<file path="src/rtl/mux8_rr_sched.sv">
// Round-robin scheduler driving the select of a shared 8:1, 4-bit mux.
// Grants one requester at a time for at most BURST cycles, rotating priority after each release.
module mux8_rr_sched #(
  parameter int BURST = 4
) (
  input  logic       clk,
  input  logic       rst_n,
  input  logic       en,
  input  logic [7:0] req,
  output logic [2:0] ctrl,
  output logic [7:0] gnt,
  output logic       valid,
  output logic       done
);

  typedef enum logic [0:0] {
    IDLE  = 1'b0,
    GRANT = 1'b1
  } state_t;

  localparam logic [3:0] CNT_LAST = 4'(BURST - 1);

  state_t     state_q;
  logic [2:0] ctrl_q;
  logic [2:0] ptr_q;
  logic [7:0] gnt_q;
  logic       valid_q;
  logic       done_q;
  logic [3:0] cnt_q;

  logic       release_s;
  logic       arb_s;
  logic [2:0] ptr_d;
  logic [2:0] win_s;

  // First requester at or after p, wrapping modulo 8; the smallest offset is applied last so it wins.
  function automatic logic [2:0] rr_pick(input logic [7:0] r, input logic [2:0] p);
    logic [2:0] idx;
    rr_pick = p;
    for (int k = 7; k >= 0; k--) begin
      idx = p + 3'(k);
      if (r[idx]) begin
        rr_pick = idx;
      end else begin
        rr_pick = rr_pick;
      end
    end
  endfunction

  // Release and arbitration decisions for the coming edge.
  always_comb begin
    release_s = 1'b0;
    ptr_d     = ptr_q;
    if (state_q == GRANT) begin
      release_s = !req[ctrl_q] || (cnt_q == CNT_LAST);
    end else begin
      release_s = 1'b0;
    end
    if (release_s) begin
      ptr_d = ctrl_q + 3'd1;
    end else begin
      ptr_d = ptr_q;
    end
    win_s = rr_pick(req, ptr_d);
    arb_s = en && (|req) && ((state_q == IDLE) || release_s);
  end

  // Scheduler state machine with registered outputs.
  always_ff @(posedge clk or negedge rst_n) begin
    if (!rst_n) begin
      state_q <= IDLE;
      ctrl_q  <= 3'd0;
      ptr_q   <= 3'd0;
      gnt_q   <= 8'd0;
      valid_q <= 1'b0;
      done_q  <= 1'b0;
      cnt_q   <= 4'd0;
    end else begin
      done_q <= release_s;
      ptr_q  <= ptr_d;
      if (arb_s) begin
        state_q <= GRANT;
        ctrl_q  <= win_s;
        gnt_q   <= 8'd1 << win_s;
        valid_q <= 1'b1;
        cnt_q   <= 4'd0;
      end else if ((state_q == GRANT) && !release_s) begin
        if (cnt_q != CNT_LAST) begin
          cnt_q <= cnt_q + 4'd1;
        end else begin
          cnt_q <= cnt_q;
        end
      end else begin
        // Idle or released with nobody to take over: ctrl keeps the last grantee.
        state_q <= IDLE;
        gnt_q   <= 8'd0;
        valid_q <= 1'b0;
        cnt_q   <= 4'd0;
      end
    end
  end

  assign ctrl  = ctrl_q;
  assign gnt   = gnt_q;
  assign valid = valid_q;
  assign done  = done_q;

endmodule

</file>
<file path="config.mk">
export PLATFORM = sky130hd
export DESIGN_NAME = mux8_rr_sched
export DESIGN_NICKNAME = d
export VERILOG_FILES = /design/src/rtl/mux8_rr_sched.sv
export SDC_FILE = /design/constraint.sdc
export NUM_CORES = 1
export LEC_CHECK = 0
export CAP_MARGIN = 20
export CORE_MARGIN = 3
export CORE_UTILIZATION = 35
export DETAILED_ROUTE_END_ITERATION = 10
export MAX_ROUTING_LAYER = met4
export PLACE_DENSITY = 0.5
export SYNTH_ARGS = -nofsm -noshare
export SYNTH_HDL_FRONTEND = slang
export SYNTH_SLANG_ARGS = --single-unit
</file>
<file path="constraint.sdc">
create_clock -name clk -period 4.47 [get_ports clk]
set_input_delay 0.6705 -clock clk [delete_from_list [all_inputs] [get_ports clk]]
set_output_delay 0.6705 -clock clk [all_outputs]
set_load 0.02 [all_outputs]
</file>
==> qor.yml <==
logic_synthesis:
  seq_area_frac_synth: 0.191
  synth_cell_types: 63
  synth_edf_count: 0
  synth_compound_area_frac: 0.320
  async_flop_share: 1.00
  synth-adder-area-share: 0.0191
  synth.ff_latch_count: 20
  synth_mux_area_frac: 0.163
  netlist_area_um2: 2610
  syn_avg_cell_area_um2: 8.17
  yosysWarnings: 0
  synth_top_family_by_area: "compound AO/OA/AOI/OAI gates"
  synth.net_count: 335
  synthSimpleGateAreaFrac: 0.225
  syn_inst: 320
  synth_flop_cell: "dfrtp_1"
  synth_xor_area_frac: 0.0134
floorplan:
  die_width_um: 92.4
  die-height_um: 92.4
  start_util: 0.372
  dieArea_um2: 8540
  rows: 30
  core-area_um2: 7020
  io_pins: 24
finish:
  seqCellArea_um2: 500
  nets: 378
  drive_gt1_frac: 0.255
  multi_input_area_um2: 1980
  antenna_cells: 0
  layout_common_cells: "buf_4, nand2_1, nor2_1, clkdlybuf4s50_1, dfrtp_1"
  final_common_cell: "buf_4"
  fin_cells: 457
  syn_to_final_growth_pct: 22.4
  fill_cells: 715
  fin_util: 0.456
cts:
  cts_max_level: 1
  numClockSinks: 20
  cts.clk_slew.worst_paths_ns: 0.07
  cts_tree: "built"
  clk_latency_ns: 0.25
  numCtsBuffers: 3
  clock-root-buffer: "clkbuf_8"
  clk_path_buf_depth: 2
  holdBufCountCts: 0
drt:
  dr_wl_met2_um: 3670
  met3_length_um: 385
  met1_length_um: 3760
  drc_errors: 0
  routed.top_layer: "met4"
  routed_wl_um: 7860
  ant_nets: 0
  first_iter_violations: 233
  avgRoutedWirePerCell_um: 17.2
  vias_per_cell: 5.86
  firstDrtPassIters: 4
  vias: 2679
global_route:
  grt-ovfl-total: 0
  grt_pass1_vias: 2541
  antenna_found_initial: 0
  grt_pass1_wl_um: 13200
  grt_usage: 0.192
  grt_max_degree: 30
timing:
  whs_ns: 0.473
  max_slew_margin: 0.430
  finalHoldViolCount: 0
  setup_viol: 0
  worst_pin_slew_ns: 0.853
  timing.final.crit_share: 0.942
  fin_tns_setup_ns: 0
  fmax_mhz: 238
  slew_viol_final: 0
  fin_crit_ns: 4.21
  fin_skew_ns: 0.00196
  rsz0062_at_grt: "false"
setup_path:
  cp_data_arrival_time_ns: 4.38
  start_kind: "input pin"
  end_kind: "flop"
  cp_max_fo: 6
  worstPathRequired_ns: 4.64
  criticalPathCategory: "input pin to flop"
placed_design:
  dp_hpwl_um: 6170
  io_buffers: 23
  gp_congestion: 0.900
  dpl.cell_count: 454
outcome:
  status: "completed"
run:
  maxCapViolations: 0
hold_path:
  hp-class: "flop to flop"
## state kept, by name (all words and copies together), names as in the netlist
signal / count
cnt_q: 4
ctrl: 3
done: 1
gnt: 8
ptr_q: 3
valid: 1
## critical path, stage by stage
cell and delay [ns]:
clkdlybuf4s50_1 0.46, mux2i_2 0.21, o32ai_2 0.11, o21ai_1 0.19, nand2_1 0.12, nand2_1 0.10, a21boi_4 0.23, inv_1 0.08
ha_2 0.23, nand2b_1 0.17, o221a_2 0.27, nand3_1 0.11, mux4_2 0.32, o21a_1 0.14, o221ai_2 0.19, mux2i_1 0.25
nand4_1 0.23, o31ai_1 0.28
## cells in the mapped netlist (3+ instances only)
master / count / area share
nand2_1: 31 / 0.045
nor2_1: 30 / 0.043
dfrtp_1: 20 / 0.19
mux2i_1: 19 / 0.073
o21ai_0: 17 / 0.033
buf_2: 13 / 0.025
o211ai_1: 12 / 0.034
mux2_2: 11 / 0.047
and3_1: 10 / 0.024
nand3_1: 10 / 0.019
a21oi_1: 8 / 0.015
o31ai_1: 8 / 0.023
nor3_1: 7 / 0.013
a211oi_1: 6 / 0.017
a31oi_1: 6 / 0.014
clkbuf_1: 6 / 0.0086
nand4_1: 6 / 0.014
o21a_1: 6 / 0.017
a31o_2: 5 / 0.017
inv_1: 5 / 0.0072
nand2b_1: 5 / 0.012
o21ai_1: 5 / 0.0096
buf_6: 4 / 0.017
ha_1: 4 / 0.019
a22oi_1: 3 / 0.0086
mux4_2: 3 / 0.026
nor2b_1: 3 / 0.0072
nor3b_1: 3 / 0.0086
o2111ai_1: 3 / 0.010
or4_1: 3 / 0.0086
## final timing paths
path	start	endpoint	slack [ns]	cells after the start
worst max-delay path	req[2]	gnt[7]	0.26	18
worst min-delay path	gnt[5]	gnt[5]	0.47	2
worst max register to register	ctrl[0]	gnt[7]	0.35	17
worst min register to register	gnt[5]	gnt[5]	0.47	2
max in group asynchronous	rst_n	ptr_q[1]	3.04	1
min in group asynchronous	rst_n	ptr_q[2]	0.90	1
## cell type report
cell class              instances  area share
multi-input cells             267       0.618
flip-flops and latches         20       0.156
well taps                      96      0.0376
repair buffers                 63       0.166
inverters                       8     0.00939
clock buffers                   3      0.0129
## through the flow
| stage | worst slack, ns | area (um^2) |
|---|---|---|
| after floorplan | 0.0492 | 2610 |
| after global placement | -0.0865 | 3120 |
| after detailed placement | -0.138 | 3120 |
| after CTS | 0.0858 | 3160 |
| after global routing | 0.0125 | 3200 |
| final | 0.260 | 3200 |
## layer usage
layer  track usage  up-vias
met5             -        -
met4        0.0384        0
met3        0.0195        7
met2         0.295       61
met1         0.274     1285
li1              -     1326
## timing repair
item                                    in CTS  in global routing
endpoints found under the setup margin       0                 11
gates resized for setup                      0                  8
setup buffers                                0                  0
## logic make-up (layout without fill, tap and decap cells)
family	count (synthesis)	in the layout
flip-flops	20	20
AND/OR/NAND/NOR	117	117
XOR/XNOR	4	4
AO/OA/AOI/OAI	107	107
multiplexers	35	35
adder cells (fa/ha/maj)	4	4
buffers and inverters	33	74
Power is left out: the tool's default activity adds up to more than one toggle a clock period on the data nets, which glitch-free logic cannot reach.
